==> src/rtl/dcache_pkg.sv <==
// Shared constants for the direct-mapped write-back data cache.
// Holds the default geometry, FSM state encodings and a byte-select helper.
package dcache_pkg;

    localparam int ADDR_W_DEF   = 8;
    localparam int INDEX_W_DEF  = 3;
    localparam int OFFSET_W_DEF = 2;
    localparam int BLOCK_W      = 32;

    localparam logic [1:0] ST_IDLE  = 2'd0;
    localparam logic [1:0] ST_WBACK = 2'd1;
    localparam logic [1:0] ST_FETCH = 2'd2;
    localparam logic [1:0] ST_FILL  = 2'd3;

    function automatic logic [7:0] block_byte(input logic [BLOCK_W-1:0] blk, input logic [1:0] off);
        return blk[{off, 3'b000} +: 8];
    endfunction

endpackage

==> src/rtl/dcache_array.sv <==
// Line storage: valid/dirty bits (async cleared), tags and 32-bit data blocks.
// Latency: combinational read, byte write and block fill commit at the next posedge.
// Backpressure: none; the controller never requests a byte write and a fill together.
module dcache_array
    import dcache_pkg::*;
#(
    parameter int INDEX_W = 3,
    parameter int TAG_W   = 3
) (
    input  logic               clk,
    input  logic               resetn,
    input  logic [INDEX_W-1:0] rd_idx,
    output logic               rd_valid,
    output logic               rd_dirty,
    output logic [TAG_W-1:0]   rd_tag,
    output logic [BLOCK_W-1:0] rd_data,
    input  logic               wr_en,
    input  logic [INDEX_W-1:0] wr_idx,
    input  logic [1:0]         wr_off,
    input  logic [7:0]         wr_byte,
    input  logic               fill_en,
    input  logic [INDEX_W-1:0] fill_idx,
    input  logic [TAG_W-1:0]   fill_tag,
    input  logic [BLOCK_W-1:0] fill_data
);

    localparam int LINES = 1 << INDEX_W;

    logic [LINES-1:0]   valid_q;
    logic [LINES-1:0]   dirty_q;
    logic [TAG_W-1:0]   tag_q  [LINES];
    logic [BLOCK_W-1:0] data_q [LINES];

    always_ff @(posedge clk or negedge resetn) begin
        if (!resetn) begin
            valid_q <= '0;
            dirty_q <= '0;
        end else if (fill_en) begin
            valid_q[fill_idx] <= 1'b1;
            dirty_q[fill_idx] <= 1'b0;
        end else if (wr_en) begin
            dirty_q[wr_idx] <= 1'b1;
        end
    end

    // Tag and data contents survive reset; the valid bits make them unreachable.
    always_ff @(posedge clk) begin
        if (fill_en) begin
            tag_q[fill_idx]  <= fill_tag;
            data_q[fill_idx] <= fill_data;
        end else if (wr_en) begin
            data_q[wr_idx][{wr_off, 3'b000} +: 8] <= wr_byte;
        end
    end

    assign rd_valid = valid_q[rd_idx];
    assign rd_dirty = dirty_q[rd_idx];
    assign rd_tag   = tag_q[rd_idx];
    assign rd_data  = data_q[rd_idx];

endmodule

==> src/rtl/dcache_ctrl.sv <==
// Direct-mapped write-back data cache controller between the CPU and block memory.
// Latency: hits in the request cycle; misses take fetch (+write-back) + fill + 1 cycle.
// Backpressure: busywait stalls the CPU on a miss; memory busy is waited on indefinitely.
module dcache_ctrl
    import dcache_pkg::*;
#(
    parameter int ADDR_W   = ADDR_W_DEF,
    parameter int INDEX_W  = INDEX_W_DEF,
    parameter int OFFSET_W = OFFSET_W_DEF
) (
    input  logic                       clk,
    input  logic                       resetn,
    input  logic                       read,
    input  logic                       write,
    input  logic [ADDR_W-1:0]          address,
    input  logic [7:0]                 writedata,
    output logic [7:0]                 readdata,
    output logic                       busywait,
    output logic                       mem_read,
    output logic                       mem_write,
    output logic [ADDR_W-OFFSET_W-1:0] mem_address,
    output logic [BLOCK_W-1:0]         mem_writedata,
    input  logic [BLOCK_W-1:0]         mem_readdata,
    input  logic                       mem_busywait
);

    localparam int TAG_W = ADDR_W - INDEX_W - OFFSET_W;

    logic [TAG_W-1:0]    req_tag;
    logic [INDEX_W-1:0]  req_idx;
    logic [OFFSET_W-1:0] req_off;
    logic                req;
    logic                hit;

    logic [1:0]          state_q, state_d;
    logic                seen_q;
    logic [TAG_W-1:0]    miss_tag_q;
    logic [INDEX_W-1:0]  miss_idx_q;
    logic [BLOCK_W-1:0]  fill_q;

    logic [INDEX_W-1:0]  arr_idx;
    logic                rd_valid, rd_dirty;
    logic [TAG_W-1:0]    rd_tag;
    logic [BLOCK_W-1:0]  rd_data;
    logic                wr_en, fill_en;

    assign req_tag = address[ADDR_W-1 -: TAG_W];
    assign req_idx = address[OFFSET_W +: INDEX_W];
    assign req_off = address[OFFSET_W-1:0];
    assign req     = read | write;

    // Outside IDLE the array is pointed at the line under replacement.
    assign arr_idx = (state_q == ST_IDLE) ? req_idx : miss_idx_q;
    assign hit     = rd_valid & (rd_tag == req_tag);

    dcache_array #(
        .INDEX_W (INDEX_W),
        .TAG_W   (TAG_W)
    ) u_array (
        .clk       (clk),
        .resetn    (resetn),
        .rd_idx    (arr_idx),
        .rd_valid  (rd_valid),
        .rd_dirty  (rd_dirty),
        .rd_tag    (rd_tag),
        .rd_data   (rd_data),
        .wr_en     (wr_en),
        .wr_idx    (req_idx),
        .wr_off    (req_off),
        .wr_byte   (writedata),
        .fill_en   (fill_en),
        .fill_idx  (miss_idx_q),
        .fill_tag  (miss_tag_q),
        .fill_data (fill_q)
    );

    always_comb begin
        state_d       = state_q;
        readdata      = '0;
        busywait      = 1'b1;
        mem_read      = 1'b0;
        mem_write     = 1'b0;
        mem_address   = '0;
        mem_writedata = '0;
        wr_en         = 1'b0;
        fill_en       = 1'b0;
        case (state_q)
            ST_IDLE: begin
                busywait = req & ~hit;
                wr_en    = write & hit;
                if (read & ~write & hit)
                    readdata = block_byte(rd_data, req_off);
                if (req & ~hit)
                    state_d = (rd_valid & rd_dirty) ? ST_WBACK : ST_FETCH;
            end
            ST_WBACK: begin
                mem_write     = 1'b1;
                mem_address   = {rd_tag, miss_idx_q};
                mem_writedata = rd_data;
                if (seen_q & ~mem_busywait)
                    state_d = ST_FETCH;
            end
            ST_FETCH: begin
                mem_read    = 1'b1;
                mem_address = {miss_tag_q, miss_idx_q};
                if (seen_q & ~mem_busywait)
                    state_d = ST_FILL;
            end
            default: begin
                fill_en = 1'b1;
                state_d = ST_IDLE;
            end
        endcase
    end

    always_ff @(posedge clk or negedge resetn) begin
        if (!resetn) begin
            state_q    <= ST_IDLE;
            seen_q     <= 1'b0;
            miss_tag_q <= '0;
            miss_idx_q <= '0;
            fill_q     <= '0;
        end else begin
            state_q <= state_d;
            if (state_q == ST_IDLE && state_d != ST_IDLE) begin
                miss_tag_q <= req_tag;
                miss_idx_q <= req_idx;
            end
            // A memory access is only complete once busy has been seen high and then low.
            if (state_d != state_q)
                seen_q <= 1'b0;
            else if ((state_q == ST_WBACK || state_q == ST_FETCH) && mem_busywait)
                seen_q <= 1'b1;
            if (state_q == ST_FETCH && state_d == ST_FILL)
                fill_q <= mem_readdata;
        end
    end

endmodule

==> config.mk <==
export PLATFORM = sky130hd
export DESIGN_NAME = dcache_ctrl
export DESIGN_NICKNAME = d
export VERILOG_FILES = /design/src/rtl/dcache_pkg.sv /design/src/rtl/dcache_array.sv /design/src/rtl/dcache_ctrl.sv
export SDC_FILE = /design/constraint.sdc
export NUM_CORES = 1
export LEC_CHECK = 0
export CAP_MARGIN = 30
export CORE_AREA = 2 2 213 215
export CTS_BUF_LIST = sky130_fd_sc_hd__clkbuf_4
export DETAILED_ROUTE_END_ITERATION = 10
export DIE_AREA = 0 0 215 217
export DONT_BUFFER_PORTS = 1
export SETUP_SLACK_MARGIN = 0.15
export SYNTH_ARGS = -nofsm -noshare
export SYNTH_HDL_FRONTEND = slang
export SYNTH_SLANG_ARGS = --single-unit
==> constraint.sdc <==
create_clock -name clk -period 4.5 [get_ports clk]
set_clock_uncertainty 0.05 [all_clocks]
set_input_delay 0.9 -clock clk [delete_from_list [all_inputs] [get_ports clk]]
set_output_delay 0.9 -clock clk [all_outputs]
set_load 0.01 [all_outputs]
==> impl_metrics.tcl, run 1 <==
set metrics [dict create \
    worstSetupPathType "flop to output pin" \
    cellPowerDensity_nw_per_um2 810.8 \
    yosys_warnings 0 \
    cp-start-kind "flop" \
    io-pin-count 102 \
    antenna_found_initial 1 \
    drive_gt1_frac 0.3096 \
    p_leak_nw 7.326 \
    fin_total_pwr_mw 15.82 \
    layout.nets 1571 \
    setup_violations 2 \
    ir_worst_vdd_mv 0.4743 \
    remaining_drc_errors 0 \
    cp_max_fo 7 \
    end_kind "output pin" \
    drv_cap 0 \
    drt_pre_antenna_iters 6 \
    timing.fmax_mhz 222.0 \
    grt_pass1_wl_mm 71.30 \
    cts_tree "yes" \
    hpwl_mm 29.11 \
    max_stage_delay_ns 0.48 \
    cts_sinks 337 \
    final_util 0.4366 \
    design.die.area_sq_um 46660 \
    path_common_cell "buf_12" \
    arrival_ns 3.55 \
    slew_viol_final 0 \
    syn_nets 1360 \
    rsz0062_at_grt "yes" \
    timing.final.crit_share 1.001 \
    drtAntennaViolNets 0 \
    dieHeight_microns 217 \
    synth_area_sq_um 15310 \
    worst_pin_slew_ns 1.041 \
    async_flop_share 0.1691 \
    slew_headroom 0.2989 \
    stdcell_count 2177 \
    gr-usage-met3 0.04878 \
    port_buffers 0 \
    grt_pass1_vias 11610 \
    violations "negative setup slack" \
    use_met1 0.2639 \
    num_vias 11730 \
    area_growth_pct 27.43 \
    ys_seq_area_frac 0.6422 \
    final_hold_viol_count 0 \
    drtIter0Drc 1276 \
    clockBufferDepth 3 \
    coreArea_sq_um 44700 \
    postSynthAreaPerCell_sq_um 11.80 \
    cp_cell_sequence "inv_2 > ha_4 > nand2b_4 > and2_4 > buf_12 > buf_12 > nand2_2 > and3_4 > a311oi_2 > a31oi_1 > buf_4 > mux4_2 > nor2_4 > buf_6" \
    worstPathRequired_ns 3.55 \
    die_w_microns 215 \
    placed_area_sq_um 16820 \
    rows 78 \
    min_path_type "input pin to flop" \
    worst_path_max_delay_cell "mux4_2" \
    clk_transition_reported_paths_ns 0.07 \
    wl_per_cell_microns 22.29 \
    overflow 0 \
    synthCells 1298 \
    place.gp.congestion 0.8737 \
    period_minus_slack_ns 4.504 \
    ys_types 64 \
    use_met2 0.3314 \
    crit_family "buffers and inverters" \
    cts_made_buffers 85 \
    post-route-cell-area_sq_um 19510 \
    routed_wl_mm 48.53 \
    cp.buffers_inverters 5 \
    insertion_delay_ns 0.78 \
    grt_max_degree 65 \
    htreeDepth 3 \
    status "finished, violations left" \
    setup_ws_ns -0.004165 \
    root_buffer "clkbuf_4" \
    placedCellCount 1938 \
    grt_use_total 0.2034 \
    synth_edf_count 280 \
    fillCellCount 4161 \
    synthFlopType "edfxtp_1" \
    tns_ns -0.005537 \
    ys_ff_latch 337 \
    post_drt_via_cell_ratio 5.386 \
    gr-max-usage-layer "met2" \
    initial_utilization 0.3426 \
]
[worst paths after layout]
path | start | end | slack, ns | cells after the start
max | state_q[0] | readdata[0] | -0.004 | 14
min | address[3] | u_array.dirty_q[1] | 0.18 | 1
max reg2reg | miss_idx_q[0] | u_array.data_q[7][10] | 0.39 | 15
min reg2reg | fill_q[30] | fill_q[30] | 0.44 | 1
max in group asynchronous | resetn | u_array.dirty_q[0] | 3.51 | 2
min in group asynchronous | resetn | fill_q[27] | 0.57 | 2
[sequential cells by signal, indices dropped and copies added, names as in the netlist]
signal	cells
miss_tag_q	3
u_array.dirty_q	8
seen_q	1
state_q	2
u_array.tag_q	24
fill_q	32
u_array.data_q	256
miss_idx_q	3
u_array.valid_q	8
[per-stage QoR]
step	hold WS, ns	setup WS [ns]
2_1_floorplan	0.3846	0.3807
3_3_place_gp	0.4094	0.1742
3_5_place_dp	0.4118	0.1773
4_1_cts	0.1238	0.003002
5_1_grt	0.1425	-0.1961
6_report	0.1837	-0.004165
[layout make-up]
class                           instances  area [sq um]  area share
Antenna cell                            1         2.502   0.0001282
Clock buffer                          126         945.9     0.04847
Clock inverter                         28         195.2     0.01000
Inverter                               47         176.4    0.009041
Multi-Input combinational cell        837          5485      0.2811
Sequential cell                       337          9834      0.5040
Tap cell                              600         750.7     0.03847
Timing Repair Buffer                  201          2123      0.1088
[placed cells by master, fill, tap and decap left out, types with 21 or more instances in the layout]
cell      instances
nand2_1         283
edfxtp_1        280
buf_4           148
clkbuf_4        130
nand3_1          99
dfrtp_1          57
nor2_1           56
nor2b_1          52
o21ai_0          43
inv_1            42
mux2_4           25
and3_1           25
a311oi_2         25
a31oi_1          24
clkinv_1         21
[synth_stat cells (3+ instances only)]
library cell,n,area (sq um)
nand2_1,294,1104
edfxtp_1,280,8408
nand3_1,99,495.5
nor2_1,63,236.5
dfrtp_1,57,1426
nor2b_1,54,337.8
clkbuf_1,52,195.2
inv_1,45,168.9
o21ai_0,45,225.2
a31oi_1,34,212.7
and3_1,34,212.7
a311oi_1,32,280.3
mux2_4,25,375.4
a21oi_1,13,65.06
buf_1,11,41.29
mux4_2,10,225.2
ha_1,9,112.6
nor3_1,9,45.04
o22ai_1,9,56.30
buf_2,8,40.04
mux2_1,8,90.09
mux2_2,8,90.09
nand2b_1,8,50.05
or2_2,8,50.05
o41ai_1,7,61.31
mux2i_1,6,60.06
a221oi_1,5,43.79
and2_1,5,31.28
buf_6,5,56.30
o31ai_1,5,37.54
nor3b_1,4,30.03
a22oi_1,3,22.52
nand4_1,3,18.77
or3_1,3,18.77
[timing repair]
| item | CTS | global route |
|---|---|---|
| hold buffers | 2 | 0 |
| gates cloned | 11 | 3 |
| setup buffers | 55 | 9 |
| hold endpoints to repair | 57 | 0 |
| gates resized for setup | 89 | 41 |
| pin swaps | 28 | 14 |
| setup endpoints to repair | 41 | 17 |
[kinds of logic (layout without fill, tap and decap cells)]
group | count (synthesis) | after routing | share of synthesized area
simple gates | 591 | 591 | 0.1780
flops | 337 | 337 | 0.6422
mux | 58 | 59 | 0.05581
fa+ha+maj | 9 | 9 | 0.007354
xor+xnor | 3 | 3 | 0.001716
compound gates | 175 | 175 | 0.08073
other cells | 0 | 1 | 0
buf+inv | 125 | 402 | 0.03423
[power by group]
part | total (mW) | switching [mW] | leakage, nW | internal [mW]
clock | 2.73 | 1.28 | 0.667 | 1.45
combinational | 8.56 | 4.73 | 3.45 | 3.83
sequential | 4.53 | 0.301 | 3.20 | 4.23
total | 15.8 | 6.31 | 7.33 | 9.51
[layer usage]
| metal | part of all wire | routed length, microns |
|---|---|---|
| met3 | 0.098 | 4761 |
| met5 | 0 | 0 |
| met1 | 0.40 | 19450 |
| met4 | 0.031 | 1484 |
| met2 | 0.47 | 22830 |
Note: power is estimated with default switching activity, not from simulation.
==> run 2: changes to the inputs <==
--- a/config.mk
+++ b/config.mk
@@ -12,6 +12,7 @@
 export DIE_AREA = 0 0 215 217
 export DONT_BUFFER_PORTS = 1
 export SETUP_SLACK_MARGIN = 0.15
+export SLEW_MARGIN = 15
 export SYNTH_ARGS = -nofsm -noshare
 export SYNTH_HDL_FRONTEND = slang
 export SYNTH_SLANG_ARGS = --single-unit
==> impl_metrics.tcl, run 2 (synthesized netlist as in run 1, its figures left out) <==
set metrics [dict create \
    routed_wl_mm 46.30 \
    io-pin-count 102 \
    fin_total_pwr_mw 14.74 \
    cp_max_fo 6 \
    worstSetupPathType "flop to output pin" \
    grt_max_degree 68 \
    initial_utilization 0.3426 \
    r2r-start "state_q[0]" \
    num_vias 11340 \
    tns_ns -0.01905 \
    layout.nets 1538 \
    hpwl_mm 29.07 \
    grt_pass1_vias 11280 \
    hold_end "u_array.dirty_q[4]" \
    rows 78 \
    min_path_type "input pin to flop" \
    htreeDepth 3 \
    r2r_end "fill_q[12]" \
    place.gp.congestion 0.8737 \
    dieHeight_microns 217 \
    clockBufferDepth 3 \
    overflow 0 \
    min-delay-start "address[3]" \
    violations "negative setup slack" \
    fillCellCount 4241 \
    holdWs_ns 0.1937 \
    worst_pin_slew_ns 1.015 \
    final_common_cell "nand2_1" \
    post_drt_via_cell_ratio 5.289 \
    drtIter0Drc 1256 \
    cp-start-kind "flop" \
    reg2reg_depth 13 \
    drive_gt1_frac 0.2760 \
    port_buffers 0 \
    p_leak_nw 7.077 \
    largest-register "u_array.data_q" \
    cts_made_buffers 86 \
    final_hold_viol_count 0 \
    setup_ws_ns -0.009872 \
    cts_sinks 337 \
    root_buffer "clkbuf_4" \
    rsz0062_at_grt "yes" \
    reg_top3 "u_array.data_q: 256 flops, fill_q: 32 flops, u_array.tag_q: 24 flops" \
    period_minus_slack_ns 4.510 \
    timing.final.crit_share 1.002 \
    worstPathRequired_ns 3.55 \
    r2r_slack_ns 0.45 \
    cts_tree "yes" \
    drt_pre_antenna_iters 5 \
    stdcell_count 2144 \
    design.die.area_sq_um 46660 \
    area_growth_pct 23.17 \
    grt_use_total 0.1940 \
    end_kind "output pin" \
    layout_common_cells "290 x nand2_1, 280 x edfxtp_1, 132 x clkbuf_4" \
    drtAntennaViolNets 0 \
    coreArea_sq_um 44700 \
    placedCellCount 1938 \
    arrival_ns 3.56 \
    insertion_delay_ns 0.74 \
    setup_violations 3 \
    placed_area_sq_um 16820 \
    antenna_found_initial 3 \
    whs_path_depth 1 \
    status "finished, violations left" \
    grt_pass1_wl_mm 68.90 \
    post-route-cell-area_sq_um 18860 \
    clk_transition_reported_paths_ns 0.07 \
    place_ws_ns 0.1442 \
    slew_headroom 0.3163 \
    remaining_drc_errors 0 \
    die_w_microns 215 \
    final_util 0.4220 \
    ir_worst_vdd_mv 0.4965 \
    wl_per_cell_microns 21.59 \
    timing.fmax_mhz 221.7 \
    largest_register_ffs 256 \
    slew_viol_final 0 \
    cellPowerDensity_nw_per_um2 781.3 \
    drv_cap 0 \
]
run 2: cell count changes in the layout (fill, tap and decap cells not counted), sizes merged, moves of 2 or more:
cell | previous run | this run
buf | 191 | 157
clkbuf | 132 | 134
clkinv | 24 | 18
diode | 1 | 4
inv | 47 | 49
run 2: critical path: stages, from the launching register on:
cell      delay (ns)
dfrtp_1         0.40
inv_2           0.09
ha_4            0.19
nand2b_4        0.17
and2_4          0.24
buf_6           0.14
buf_6           0.11
nand2_2         0.04
and3_4          0.16
a311oi_2        0.29
a31oi_2         0.08
buf_4           0.19
mux4_2          0.47
nor2_2          0.13
buf_4           0.13
run 2: layout make-up:
cell class                 instances  area [sq um]  share of cell area
antenna                            4         10.01           0.0005307
inverter                          47         178.9            0.009486
multi-input combinational        837          5285              0.2802
timing repair buffer             167          1659             0.08796
clock inverter                    23         173.9            0.009221
tap                              600         750.7             0.03980
sequential                       337          9836              0.5215
clock buffer                     129         968.4             0.05134
run 2: what timing repair did:
item,4_1_cts,5_1_grt
endpoints found under the hold margin,57,0
gates resized for setup,49,27
cloned,5,2
buffers inserted,23,10
hold buffers,2,0
pin swaps,19,13
setup endpoints to repair,41,10
run 2: layer usage:
metal  up-vias  track usage  part of all wire
li1       5122            -                 -
met1      5582       0.2587              0.41
met2       554       0.3148              0.48
met3        82      0.04514             0.096
met4         0      0.06138             0.021
met5         -            0                 0
run 2: worst max-delay path by stage:
stage                   to  depth (start not counted)        from
3_3_place_gp   readdata[6]                         11  address[3]
3_5_place_dp   readdata[6]                         11  address[3]
4_1_cts        readdata[7]                         14  state_q[1]
5_1_grt        readdata[6]                         14  state_q[0]
6_report       readdata[2]                         14  state_q[0]
2_1_floorplan  readdata[0]                         14  state_q[1]
run 2: power breakdown:
part	switching [mW]	total (mW)	internal (mW)
Sequential	0.300	4.53	4.23
Clock	1.24	2.72	1.48
Combinational	4.33	7.48	3.15
Total	5.87	14.7	8.87
==> edit 1 (flow settings as in run 2) <==
`ADDR_W_DEF`: 8 -> 9.
--- a/src/rtl/dcache_pkg.sv
+++ b/src/rtl/dcache_pkg.sv
@@ -2,7 +2,7 @@
 // Holds the default geometry, FSM state encodings and a byte-select helper.
 package dcache_pkg;
 
-    localparam int ADDR_W_DEF   = 8;
+    localparam int ADDR_W_DEF   = 9;
     localparam int INDEX_W_DEF  = 3;
     localparam int OFFSET_W_DEF = 2;
     localparam int BLOCK_W      = 32;
Interface: changed (resized address and mem_address); port bits go from 102 to 104. No check against the original RTL was run, so the function may have changed too.
==> edit 1 against run 2 <==
  * The flow still finishes with violations (setup timing)
  * Wire length fell by 3.3%
  * Worst setup slack worse by 0.094 ns
  * Sequential cell count up 9
  * Sequential power about the same
  * Utilization increased by 1.3 points
  * Cell area rose by 3.2%
  * Synthesized area grew 2.1%
  * Power is 0.18% higher
==> edit 1: results (changes against run 2) <==
{
  "worst_setup_path": {
    "cp_max_fo": {"value": 7, "change": "+1"},
    "worst_r2r_startpoint": "state_q[1]",
    "worstReg2RegEnd": "u_array.data_q[1][26]",
    "cp_data_arrival_time": {"value": 3.65, "unit": "ns", "change": "+0.09 ns"},
    "cp_slowest_stage_delay": {"value": 0.38, "unit": "ns", "change": "-0.09 ns"},
    "rrSetupSlack": {"value": 0.30, "unit": "ns", "change": "-0.15 ns"}
  },
  "layout": {
    "layout.nets": {"value": 1574, "change": "+2.3%"},
    "final.fill_count": {"value": 4202, "change": "-0.92%"},
    "final_layout_size_suffix_gt1_share": {"value": 28.9, "unit": "%", "change": "+1.3 points"},
    "final_cell_count_no_fill": {"value": 2190, "change": "+2.1%"}
  },
  "global_route": {
    "antenna_found_initial": {"value": 4, "change": "+1"},
    "grt_util_all_layers": {"value": 19.0, "unit": "%", "change": "-0.37 points"},
    "first_pass_grt_wire_length": {"value": 67200, "unit": "um", "change": "-2.4%"},
    "grt_start_max_net_pins": {"value": 59, "change": "-13%"},
    "first_global_vias": {"value": 11300, "change": "-0.27%"}
  },
  "min_path": {
    "min_delay_worst_endpoint": "fill_q[16]",
    "worst_hold_startpoint": "mem_readdata[16]"
  },
  "place": {
    "gp_congestion": {"value": 0.816, "change": "-6.6%"},
    "count_of_placed_standard_cells_including_taps": {"value": 1967, "change": "+1.5%"}
  },
  "synth": {
    "synth-seq-area-share": {"value": 64.6, "unit": "%", "change": "+0.39 points"},
    "synthArstFlopShare": {"value": 16.8, "unit": "%", "change": "-0.15 points"},
    "ys_top_cells_by_area": "sky130_fd_sc_hd__edfxtp_1 (55%), sky130_fd_sc_hd__dfrtp_1 (9.3%), sky130_fd_sc_hd__nand2_1 (9.1%)",
    "synth_nets": {"value": 1397, "change": "+2.7%"},
    "mapped_cells": {"value": 1334, "change": "+2.8%"},
    "synth_edf_count": {"value": 288, "change": "+2.9%"},
    "ys_top_cells_by_count": "sky130_fd_sc_hd__nand2_1 (380), sky130_fd_sc_hd__edfxtp_1 (288), sky130_fd_sc_hd__nand3_1 (105)"
  },
  "clock_tree": {
    "cts_made_buffers": {"value": 88, "change": "+2.3%"}
  },
  "run_status": {
    "run_status": "finished, violations left",
    "violated_checks": "setup timing"
  },
  "power": {
    "power.static_leakage": {"value": 7.52, "unit": "nW", "change": "+6.3%"},
    "net-switching-power": {"value": 0.00574, "unit": "W", "change": "-2.3%"}
  },
  "timing": {
    "finalWorstSetupSlack": {"value": -0.104, "unit": "ns", "change": "-0.0937 ns"},
    "tightestPinTransition": {"value": 0.921, "unit": "ns", "change": "-0.0936 ns"},
    "worst_hold_slack": {"value": 0.220, "unit": "ns", "change": "+0.0262 ns"},
    "setup_violations": {"value": 8, "change": "+5"}
  },
  "routing": {
    "first_pass_iters": {"value": 7, "change": "+2"},
    "routed_wirelength": {"value": 44800, "unit": "um", "change": "-3.3%"},
    "drt_iter0_drc": {"value": 1216, "change": "-3.2%"}
  }
}
-- edit 1: per-stage QoR --
step	power [W]	setup WS, ns	TNS [ns]	utilization (%)
detailed placement	0.0103	-0.0105	-0.0865	38.1
finish	0.0148	-0.104	-0.673	43.5
global placement	0.0103	0.0494	0	38.1
floorplan	0.00804	0.249	0	-
CTS	0.0144	-0.151	-1.11	42.8
global route	0.0155	-0.234	-1.70	43.5
-- edit 1: worst reg2reg max path, cell delays in order, from the launching register on --
cell                       delay (ns)
sky130_fd_sc_hd__dfrtp_1         0.36
sky130_fd_sc_hd__inv_2           0.06
sky130_fd_sc_hd__ha_4            0.17
sky130_fd_sc_hd__buf_8           0.14
sky130_fd_sc_hd__and2b_1         0.23
sky130_fd_sc_hd__a22o_1          0.24
sky130_fd_sc_hd__a221oi_2        0.29
sky130_fd_sc_hd__o32ai_2         0.15
sky130_fd_sc_hd__xor2_1          0.26
sky130_fd_sc_hd__buf_4           0.17
sky130_fd_sc_hd__nand4_1         0.15
sky130_fd_sc_hd__buf_4           0.18
sky130_fd_sc_hd__nor3_2          0.20
sky130_fd_sc_hd__buf_4           0.19
sky130_fd_sc_hd__nor3_1          0.06
sky130_fd_sc_hd__a31oi_1         0.58
sky130_fd_sc_hd__nor2_1          0.26
sky130_fd_sc_hd__buf_4           0.26
-- edit 1: metal layers --
metal	share of wire (%)	vias to the layer above	track usage (%)
met3	9.7	90	5.65
met2	46	539	29.8
met1	42	5626	25.1
met5	0	-	0
li1	-	5257	-
met4	2.6	0	7.10
-- edit 1: power by group through the flow --
stage	registers [W]	clock network (W)	logic [W]
finish	0.00452	0.00270	0.00755
global route	0.00456	0.00293	0.00803
CTS	0.00451	0.00275	0.00712
detailed placement	0.00457	0	0.00577
global placement	0.00456	0	0.00570
floorplan	0.00447	0	0.00357
-- edit 1: layout make-up --
class / count / share of cell area [%]
Sequential cell: 346 / 51.9
Multi-Input combinational cell: 887 / 28.7
Clock buffer: 131 / 5.05
Clock inverter: 34 / 0.868
Timing Repair Buffer: 169 / 9.17
Tap cell: 600 / 3.86
Antenna cell: 4 / 0.0514
Inverter: 19 / 0.366
-- edit 1: cell families after synthesis --
family	synth area share (%)
AOI/OAI and AO/OA	7.36
xor gates and xnor gates	0.168
adders and majority gates	0.720
buffers and inverters	2.83
DFF	64.6
muxes	5.14
and+or+nand+nor	19.2
-- edit 1: what timing repair did --
item	4_1_cts	5_1_grt
setup endpoints to repair	153	102
buffers inserted	33	7
resized for setup	74	53
pin swaps	24	19
cloned	10	1
hold buffers	2	0
endpoints found under the hold margin	58	0
==> edit 2 (config.mk and constraints of run 2) <==
Made on the original files. Reset style: synchronous (`resetn`), changed in 2 clocked blocks. Comments in the files are not updated.
--- a/src/rtl/dcache_array.sv
+++ b/src/rtl/dcache_array.sv
@@ -31,7 +31,7 @@
     logic [TAG_W-1:0]   tag_q  [LINES];
     logic [BLOCK_W-1:0] data_q [LINES];
 
-    always_ff @(posedge clk or negedge resetn) begin
+    always_ff @(posedge clk) begin
         if (!resetn) begin
             valid_q <= '0;
             dirty_q <= '0;
--- a/src/rtl/dcache_ctrl.sv
+++ b/src/rtl/dcache_ctrl.sv
@@ -113,7 +113,7 @@
         endcase
     end
 
-    always_ff @(posedge clk or negedge resetn) begin
+    always_ff @(posedge clk) begin
         if (!resetn) begin
             state_q    <= ST_IDLE;
             seen_q     <= 1'b0;
Formal check against the unedited RTL: differs if resetn is asserted again (counterexample within 4 cycles, from zero or initial values and one cycle with resetn low); with resetn held inactive, the same outputs for 4 cycles.
==> edit 2 against run 2 <==
  * Sequential cell count unchanged
  * Synthesized area down 1.5%
  * Non-clock buffer count down 6
  * Sequential share of layout area down 2.2 points
  * Die area unchanged
  * Worst setup slack worse by 0.050 ns
  * The run ends with capacitance limit, slew limit, setup timing left
  * Wire length up 2.2%
  * Cell count up 3.7%
  * Synthesized cell count up 8.2%
  * First-iteration DRC count up 3.7%
  * Largest cell class unchanged
  * Cell area up 1.5%
  * Critical path type unchanged
Power is not compared: it rests on default switching activity, and its combinational part moved more than twofold at a synthesized area within 25%.
==> edit 2: results (changes against run 2) <==
{
  "run_status": {
    "run_status": "finished, violations left",
    "violated_checks": "capacitance limit, slew limit, setup timing"
  },
  "place": {
    "detailedPlacementHpwl": {"value": 29600, "unit": "um", "change": "+1.8%"},
    "dpl_worst_slack": {"value": 0.124, "unit": "ns", "change": "-0.0206 ns"},
    "gp_congestion": {"value": 0.907, "change": "+3.8%"}
  },
  "timing": {
    "final_max_slew_viol_count": {"value": 9, "change": "+9"},
    "tightestPinTransition": {"value": 1.53, "unit": "ns", "change": "+0.518 ns"},
    "setup_violations": {"value": 8, "change": "+5"},
    "finalWorstSetupSlack": {"value": -0.0595, "unit": "ns", "change": "-0.0497 ns"}
  },
  "synth": {
    "ys_top_cells_by_area": "sky130_fd_sc_hd__edfxtp_1 (56%), sky130_fd_sc_hd__nand2_1 (11%), sky130_fd_sc_hd__dfxtp_1 (7.6%)",
    "ys_types": {"value": 62, "change": "-3.1%"},
    "synthArstFlopShare": {"value": 0, "unit": "%", "change": "-17 points"}
  },
  "global_route": {
    "antenna_found_initial": {"value": 1, "change": "-2"},
    "first_pass_grt_wire_length": {"value": 69700, "unit": "um", "change": "+1.2%"},
    "grt_util_met1": {"value": 27.1, "unit": "%", "change": "+1.2 points"},
    "use_met3": {"value": 5.86, "unit": "%", "change": "+1.3 points"},
    "first_global_vias": {"value": 11500, "change": "+2.0%"},
    "grt_use_met2": {"value": 29.4, "unit": "%", "change": "-2.1 points"},
    "grt_start_max_net_pins": {"value": 81, "change": "+19%"},
    "grt_util_all_layers": {"value": 19.6, "unit": "%", "change": "+0.18 points"}
  },
  "layout": {
    "final_layout_size_suffix_gt1_share": {"value": 27.1, "unit": "%", "change": "-0.53 points"},
    "final.fill_count": {"value": 4256, "change": "+0.35%"},
    "layout.nets": {"value": 1624, "change": "+5.6%"}
  },
  "job": {
    "cap_viol_max_count": {"value": 1, "change": "+1"}
  },
  "worst_setup_path": {
    "cp_data_arrival_time": {"value": 3.61, "unit": "ns", "change": "+0.05 ns"}
  },
  "clock_tree": {
    "cts_made_buffers": {"value": 88, "change": "+2.3%"},
    "clkLatencyLatePin": {"value": 0.76, "unit": "ns", "change": "+0.02 ns"}
  },
  "routing": {
    "drt_iter0_drc": {"value": 1302, "change": "+3.7%"}
  }
}
-- edit 2: where the power goes --
group	switching (W)	internal [W]
clock	0.00125	0.00142
combinational	0.000623	0.000450
sequential	0.0000281	0.00335
total	0.00190	0.00522
-- edit 2: worst paths after layout --
kind / cells past startpoint / end / from / slack [ns]
min: 1 / state_q[0] / resetn / 0.23
min reg2reg: 2 / fill_q[22] / fill_q[22] / 0.41
max: 15 / readdata[1] / state_q[0] / -0.06
max reg2reg: 16 / u_array.data_q[6][23] / state_q[0] / 0.13
-- edit 2: per-stage QoR --
step           utilization, %  instance area, um2  setup TNS [ns]  power [W]  cells
2_1_floorplan               -               15100               0    0.00388   1404
3_3_place_gp             36.3               16200               0    0.00416   1999
3_5_place_dp             36.3               16200               0    0.00417   2001
4_1_cts                  41.1               18400          -0.230    0.00707   2189
5_1_grt                  42.8               19100           -1.17    0.00737   2223
6_report                 42.8               19100          -0.336    0.00712   2224
-- edit 2: per-layer routing --
metal  vias up  wire length (um)
li1       5420                 -
met1      5769             20100
met2       653             21100
met3        96              4810
met4         0              1280
met5         -                 0
-- edit 2: area by class of cell --
| type | count | share of cell area (%) |
|---|---|---|
| tap | 600 | 3.92 |
| sequential | 337 | 49.9 |
| antenna | 2 | 0.0261 |
| inverter | 10 | 0.196 |
| multi-input combinational | 964 | 31.0 |
| timing repair buffer | 161 | 9.12 |
| clock buffer | 129 | 5.06 |
| clock inverter | 21 | 0.745 |
-- edit 2: what timing repair did --
| item | 4_1_cts | 5_1_grt |
|---|---|---|
| gates cloned | 9 | 1 |
| gates resized for setup | 119 | 80 |
| endpoints found under the setup margin | 42 | 297 |
| setup buffers | 29 | 22 |
| pin swaps | 15 | 23 |
-- edit 2: kinds of logic after synthesis --
group	count (synthesis)	synth area share, %
AND/OR/NAND/NOR	711	20.1
buffers and inverters	103	2.86
flip-flops	337	63.3
adder cells (fa/ha/maj)	9	0.747
AO/OA/AOI/OAI	190	8.37
multiplexers	51	4.39
XOR/XNOR	3	0.174
-- edit 2: critical path, stage by stage (launching register included) --
cell and delay, ns:
sky130_fd_sc_hd__dfxtp_2 0.32, sky130_fd_sc_hd__inv_2 0.07, sky130_fd_sc_hd__ha_4 0.16, sky130_fd_sc_hd__buf_12 0.15
sky130_fd_sc_hd__mux2i_4 0.31, sky130_fd_sc_hd__buf_4 0.17, sky130_fd_sc_hd__buf_6 0.12, sky130_fd_sc_hd__mux2i_4 0.29
sky130_fd_sc_hd__o22ai_4 0.12, sky130_fd_sc_hd__a32oi_4 0.28, sky130_fd_sc_hd__o211ai_4 0.11, sky130_fd_sc_hd__and3_4 0.20
sky130_fd_sc_hd__nand4b_1 0.10, sky130_fd_sc_hd__buf_6 0.21, sky130_fd_sc_hd__nor2_1 0.07, sky130_fd_sc_hd__buf_4 0.14
